--- config.mk ---
export PLATFORM = sky130hd
export DESIGN_NAME = el_fa_ser_drv
export DESIGN_NICKNAME = d
export VERILOG_FILES = /design/src/rtl/el_pkg.sv /design/src/rtl/el_sync.sv /design/src/rtl/el_fa_ser_drv.sv
export SDC_FILE = /design/constraint.sdc
export NUM_CORES = 1
export LEC_CHECK = 0
export BUFFER_PORTS_ARGS = -buffer_cell sky130_fd_sc_hd__buf_2
export CAP_MARGIN = 20
export CORE_UTILIZATION = 30
export CTS_BUF_LIST = sky130_fd_sc_hd__clkbuf_2
export DETAILED_ROUTE_END_ITERATION = 6
export HOLD_SLACK_MARGIN = 0.06
export PLACE_DENSITY_LB_ADDON = 0.2
export SETUP_SLACK_MARGIN = 0.3
export SLEW_MARGIN = 20
export SYNTH_ARGS = -nofsm -noshare
export SYNTH_HDL_FRONTEND = slang
export SYNTH_SLANG_ARGS = --single-unit
--- constraint.sdc ---
create_clock -name clk -period 2.2 [get_ports clk]
set_input_delay 0.22 -clock clk [delete_from_list [all_inputs] [get_ports clk]]
set_output_delay 0.22 -clock clk [all_outputs]
set_load 0.005 [all_outputs]
--- src/rtl/el_pkg.sv ---
// Shared types and LEDR helpers for the dual-rail full-adder serial driver.
// rail[1] carries the value; rail[0] is value^phase.
package el_pkg;

   typedef enum logic [2:0] {
      ST_IDLE,
      ST_SEND,
      ST_WAIT_OUT,
      ST_WAIT_IN,
      ST_DONE
   } el_state_t;

   function automatic logic [1:0] ledr_enc(input logic i_val, input logic i_ph);
      return {i_val, i_val ^ i_ph};
   endfunction

   function automatic logic ledr_phase(input logic [1:0] i_tok);
      return i_tok[1] ^ i_tok[0];
   endfunction

   function automatic logic ledr_value(input logic [1:0] i_tok);
      return i_tok[1];
   endfunction

endpackage

--- src/rtl/el_sync.sv ---
// Multi-bit flop synchronizer for asynchronous LEDR links, clears to zero on reset.
module el_sync #(
   parameter int unsigned WIDTH  = 1,
   parameter int unsigned STAGES = 2
) (
   input  logic             i_clk,
   input  logic             i_rst_n,
   input  logic [WIDTH-1:0] i_d,
   output logic [WIDTH-1:0] o_q
);

   logic [STAGES-1:0][WIDTH-1:0] r_q;

   always_ff @(posedge i_clk or negedge i_rst_n) begin
      if (!i_rst_n) begin
         r_q <= '0;
      end else begin
         r_q <= {r_q[STAGES-2:0], i_d};
      end
   end

   assign o_q = r_q[STAGES-1];

endmodule

--- src/rtl/el_fa_ser_drv.sv ---
// Bit-serial driver/collector for the LEDR full-adder cell: one token per bit,
// LSB first, carry-out fed back as the next carry-in.
module el_fa_ser_drv
   import el_pkg::*;
#(
   parameter int unsigned WIDTH       = 8,
   parameter int unsigned SYNC_STAGES = 2,
   parameter int unsigned TIMEOUT     = 255
) (
   input  logic             clk,
   input  logic             rst_n,
   input  logic             op_valid,
   output logic             op_ready,
   input  logic [WIDTH-1:0] op_a,
   input  logic [WIDTH-1:0] op_b,
   input  logic             op_cin,
   output logic             res_valid,
   input  logic             res_ready,
   output logic [WIDTH-1:0] res_sum,
   output logic             res_cout,
   output logic             err_timeout,
   output logic [1:0]       fa_in_a,
   output logic [1:0]       fa_in_b,
   output logic [1:0]       fa_in_c,
   input  logic             fa_ack_in,
   input  logic [1:0]       fa_out_s,
   input  logic [1:0]       fa_out_c,
   output logic             fa_ack_s,
   output logic             fa_ack_c
);

   localparam int unsigned IW = (WIDTH > 1) ? $clog2(WIDTH) : 1;
   localparam int unsigned TW = $clog2(TIMEOUT + 1);

   el_state_t        r_state, w_next;
   logic             r_ph, w_ph_n;
   logic [WIDTH-1:0] r_a, r_b, r_sum, r_res_sum, w_sum_next;
   logic             r_carry, r_res_cout, r_err, r_started, r_ack_out;
   logic [IW-1:0]    r_idx;
   logic [TW-1:0]    r_tmo;
   logic [1:0]       r_fa_a, r_fa_b, r_fa_c;
   logic             w_ack_in;
   logic [3:0]       w_out_sync;
   logic [1:0]       w_s, w_c;
   logic             w_out_ok, w_in_ok, w_tmo, w_last, w_accept, w_abort;
   logic             w_op_ready;

   el_sync #(.WIDTH(1), .STAGES(SYNC_STAGES)) u_sync_ack (
      .i_clk   (clk),
      .i_rst_n (rst_n),
      .i_d     (fa_ack_in),
      .o_q     (w_ack_in)
   );

   el_sync #(.WIDTH(4), .STAGES(SYNC_STAGES)) u_sync_out (
      .i_clk   (clk),
      .i_rst_n (rst_n),
      .i_d     ({fa_out_s, fa_out_c}),
      .o_q     (w_out_sync)
   );

   assign w_ph_n   = ~r_ph;
   assign w_s      = w_out_sync[3:2];
   assign w_c      = w_out_sync[1:0];
   assign w_out_ok = (ledr_phase(w_s) == w_ph_n) && (ledr_phase(w_c) == w_ph_n);
   assign w_in_ok  = (w_ack_in == w_ph_n);
   assign w_tmo    = (r_tmo == TW'(TIMEOUT - 1));
   assign w_last   = (r_idx == IW'(WIDTH - 1));
   assign w_accept = op_valid && w_op_ready;

   always_ff @(posedge clk or negedge rst_n) begin
      if (!rst_n) begin
         r_state <= ST_IDLE;
      end else begin
         r_state <= w_next;
      end
   end

   always_comb begin
      w_next  = r_state;
      w_abort = 1'b0;
      case (r_state)
         ST_IDLE:     if (w_accept) w_next = ST_SEND;
         ST_SEND:     w_next = ST_WAIT_OUT;
         ST_WAIT_OUT: begin
            if (w_out_ok) begin
               w_next = ST_WAIT_IN;
            end else if (w_tmo) begin
               w_next  = ST_IDLE;
               w_abort = 1'b1;
            end
         end
         ST_WAIT_IN: begin
            if (w_in_ok) begin
               w_next = w_last ? ST_DONE : ST_SEND;
            end else if (w_tmo) begin
               w_next  = ST_IDLE;
               w_abort = 1'b1;
            end
         end
         ST_DONE:     if (res_ready) w_next = ST_IDLE;
         default:     w_next = ST_IDLE;
      endcase
   end

   // op_ready is held low for the first cycle out of reset via r_started
   always_comb begin
      w_op_ready = (r_state == ST_IDLE) && r_started;
      res_valid  = (r_state == ST_DONE);
   end

   // New sum bit enters at the MSB so the LSB-first word is aligned after WIDTH bits
   always_comb begin
      w_sum_next             = r_sum >> 1;
      w_sum_next[WIDTH-1]    = ledr_value(w_s);
   end

   always_ff @(posedge clk or negedge rst_n) begin
      if (!rst_n) begin
         r_ph       <= 1'b0;
         r_a        <= '0;
         r_b        <= '0;
         r_carry    <= 1'b0;
         r_sum      <= '0;
         r_idx      <= '0;
         r_fa_a     <= '0;
         r_fa_b     <= '0;
         r_fa_c     <= '0;
         r_ack_out  <= 1'b0;
         r_res_sum  <= '0;
         r_res_cout <= 1'b0;
         r_err      <= 1'b0;
         r_tmo      <= '0;
         r_started  <= 1'b0;
      end else begin
         r_started <= 1'b1;
         r_err     <= w_abort;
         if (w_next != r_state) begin
            r_tmo <= '0;
         end else if (r_state == ST_WAIT_OUT || r_state == ST_WAIT_IN) begin
            r_tmo <= r_tmo + TW'(1);
         end else begin
            r_tmo <= '0;
         end
         case (r_state)
            ST_IDLE: begin
               if (w_accept) begin
                  r_a     <= op_a;
                  r_b     <= op_b;
                  r_carry <= op_cin;
                  r_idx   <= '0;
               end
            end
            ST_SEND: begin
               r_fa_a <= ledr_enc(r_a[0], w_ph_n);
               r_fa_b <= ledr_enc(r_b[0], w_ph_n);
               r_fa_c <= ledr_enc(r_carry, w_ph_n);
            end
            ST_WAIT_OUT: begin
               if (w_out_ok) begin
                  r_sum     <= w_sum_next;
                  r_carry   <= ledr_value(w_c);
                  r_ack_out <= w_ph_n;
               end
            end
            ST_WAIT_IN: begin
               if (w_in_ok) begin
                  r_ph <= w_ph_n;
                  if (w_last) begin
                     r_res_sum  <= r_sum;
                     r_res_cout <= r_carry;
                  end else begin
                     r_idx <= r_idx + IW'(1);
                     r_a   <= r_a >> 1;
                     r_b   <= r_b >> 1;
                  end
               end
            end
            default: ;
         endcase
      end
   end

   assign op_ready    = w_op_ready;
   assign res_sum     = r_res_sum;
   assign res_cout    = r_res_cout;
   assign err_timeout = r_err;
   assign fa_in_a     = r_fa_a;
   assign fa_in_b     = r_fa_b;
   assign fa_in_c     = r_fa_c;
   assign fa_ack_s    = r_ack_out;
   assign fa_ack_c    = r_ack_out;

endmodule

==> flow_metrics.tcl <==
set metrics [dict create \
    outcome "finished clean" \
    crit_path_end "r_a[2]$_DFFE_PN0P_" \
    numCtsBuffers 9 \
    worstReg2RegEnd "r_a[2]$_DFFE_PN0P_" \
    synth_top_area_share_pct 57.48 \
    cts.path.max_buffers 2 \
    worst_pin_slew_ns 0.5754 \
    drt-initial-drc-count 40 \
    drcViolationCount 0 \
    routed_wl_um 5521 \
    synthToLayoutAreaGrowth_pct 25.74 \
    r2r_setup_slack_ns 0.40 \
    drv_slew 0 \
    rsz0062_at_grt "false" \
    ir_drop_uv 443.9 \
    ys_warn_count 0 \
    avgSynthCellArea_sq_um 13.04 \
    min_period_over_period_pct 81.67 \
    path_clk_slew_ns 0.15 \
    port_buffers 45 \
    n_antenna_cell 0 \
    grt-ovfl-total 0 \
    fillers 936 \
    cts_tree "built" \
    r2r_start "r_state[2]$_DFF_PN0_" \
    hold_viol 0 \
    mostFrequentLayoutCells "dfrtp_1, mux2_2, buf_2" \
    ys_types 42 \
    htreeDepth 3 \
    cts_root_buffer "clkbuf_2" \
    cp-end-kind "flop" \
    placed_area_sq_mm 0.003403 \
    critPathLaunchType "flop" \
    start_util_pct 31.44 \
    num_rows 35 \
    core_sq_mm 0.009415 \
    hold-path-cell-count 3 \
    netlist_instances 227 \
    p_leak_nw 1.775 \
    clock_latency_ns 0.48 \
    die_h_um 101.3 \
    tns_ns 0 \
    clkSinkCount 68 \
    viasPerCell 4.461 \
    grt_pass1_vias 1960 \
    gp_congestion 0.7459 \
    dp.cells 404 \
    ys_top_cells_by_area "dfrtp_1, mux2_2, xor2_1, nand2_1, a211oi_1" \
    cap_violations 0 \
    cp_max_fo 17 \
    fmax_mhz 556.5 \
    critPathKind "flop to flop" \
    grt_max_degree 31 \
    yosys.area.top_type "dfrtp_1" \
    nets 337 \
    syn_area_sq_mm 0.002960 \
    timing.hold.ws_ns 0.1120 \
    antenna_left 0 \
    setup_viol 0 \
    dpl.hpwl_um 3841 \
    cp-startpoint "r_state[2]$_DFF_PN0_" \
    ios 46 \
    relSlewSlack_pct 61.64 \
    period_minus_slack_ns 1.797 \
    layout_commonest_cell "dfrtp_1" \
    final_area_sq_mm 0.003722 \
    min_path_type "input port to flop" \
    firstDrtPassIters 4 \
    syn-num-nets 257 \
    drive_gt1_share_pct 41.80 \
    yosys_register_bits 68 \
    grt_util_all_layers_pct 12.30 \
    p_per_area_mw_per_mm2 1043 \
    wl_per_cell_um 12.55 \
    crit_required_ns 2.57 \
    die_x_um 101.3 \
    ys_seq_area_share_pct 57.48 \
    skew_ns 0.02272 \
    vias 1963 \
    cp.arrival_ns 2.17 \
    antenna_found_initial 0 \
    worst_r2r_path_depth 5 \
    dieArea_sq_mm 0.01027 \
    grt_pass1_wl_um 9439 \
    final_cells 440 \
]
[final cells by class]
type,instances,area (sq um),area share (%)
clock inverters,4,17.52,0.4706
inverters,5,18.77,0.5042
multi-input cells,144,1219,32.74
well taps,129,161.4,4.336
repair buffers,79,546.8,14.69
flip-flops and latches,68,1704,45.78
clock buffers,11,55.05,1.479
[cell usage after synthesis (all sizes together)]
library cell and number:
a211oi 8, a21oi 3, a221oi 1, a22oi 1
a311o 1, and3 3, and3b 1, and4 1
and4b 1, buf 9, clkbuf 1, conb 1
dfrtp 68, ha 4, inv 5, mux2 47
mux2i 2, nand2 19, nand2b 2, nand3 6
nand3b 1, nand4 2, nor2 3, nor2b 1
nor3 3, nor3b 2, nor4 1, nor4b 1
o211a 1, o21ai 11, o31a 1, o31ai 1
or3b 1, or4 1, xnor2 4, xor2 9
[per-layer routing]
layer | global-route usage (%) | up-vias | part of all wire, %
li1 | - | 976 | -
met1 | 16.19 | 955 | 47
met2 | 18.47 | 23 | 48
met3 | 2.899 | 9 | 2.7
met4 | 7.358 | 0 | 2.2
met5 | 0 | - | 0
[metrics by stage]
step | total power, W | utilization [%] | setup WS, ns
after floorplan | 0.002886 | - | 0.3478
final | 0.003883 | 39.53 | 0.4032
after detailed placement | 0.003325 | 36.15 | 0.2294
after global placement | 0.003305 | 36.15 | 0.2779
after CTS | 0.003909 | 39.20 | 0.3219
after global routing | 0.004216 | 39.53 | 0.3145
[power by group]
part / switching (W) / leakage, nW / internal [W]
Sequential: 0.000262 / 0.853 / 0.00162
Combinational: 0.000662 / 0.865 / 0.000804
Clock: 0.000393 / 0.0566 / 0.000142
[cells by family after synthesis]
family | Yosys count | synth area share [%]
flip-flops | 68 | 57.48
multiplexers | 49 | 18.55
AND/OR/NAND/NOR | 49 | 9.087
AO/OA/AOI/OAI | 28 | 6.551
buffers and inverters | 15 | 2.663
XOR/XNOR | 13 | 3.846
adder cells (fa/ha/maj) | 4 | 1.691
other | 1 | 0.1267
[state kept, by name (all words and copies together) (netlist names), 4 cells and up]
signal,count
r_a,8
r_b,8
r_sum,8
r_tmo,8
res_sum,8
u_sync_out.o_q,4
u_sync_out.r_q,4
[timing repair]
action | CTS | global route
endpoints found under the hold margin | 42 | 0
buffers inserted | 0 | 1
hold buffers | 20 | 0
setup endpoints to repair | 8 | 25
gates resized for setup | 2 | 7
[how the worst min path moves through the flow]
stage	startpoint	to	slack (ns)
CTS	op_a[3]	r_a[3]$_DFFE_PN0P_	0.06
global route	op_a[3]	r_a[3]$_DFFE_PN0P_	0.07
finish	op_a[3]	r_a[3]$_DFFE_PN0P_	0.11
floorplan	rst_n	err_timeout$_DFF_PN0_	-0.08
detailed placement	rst_n	u_sync_out.r_q[3]$_DFF_PN0_	0.26
global placement	rst_n	res_sum[7]$_DFFE_PN0P_	0.26
[critical path, cell delays in order, from the launching register on]
cell and delay, ns:
dfrtp_2 0.50, nand3b_1 0.28, nor3_4 0.23, nand2b_1 0.14, buf_6 0.20, mux2_2 0.35
(Power assumes the default switching activity.)
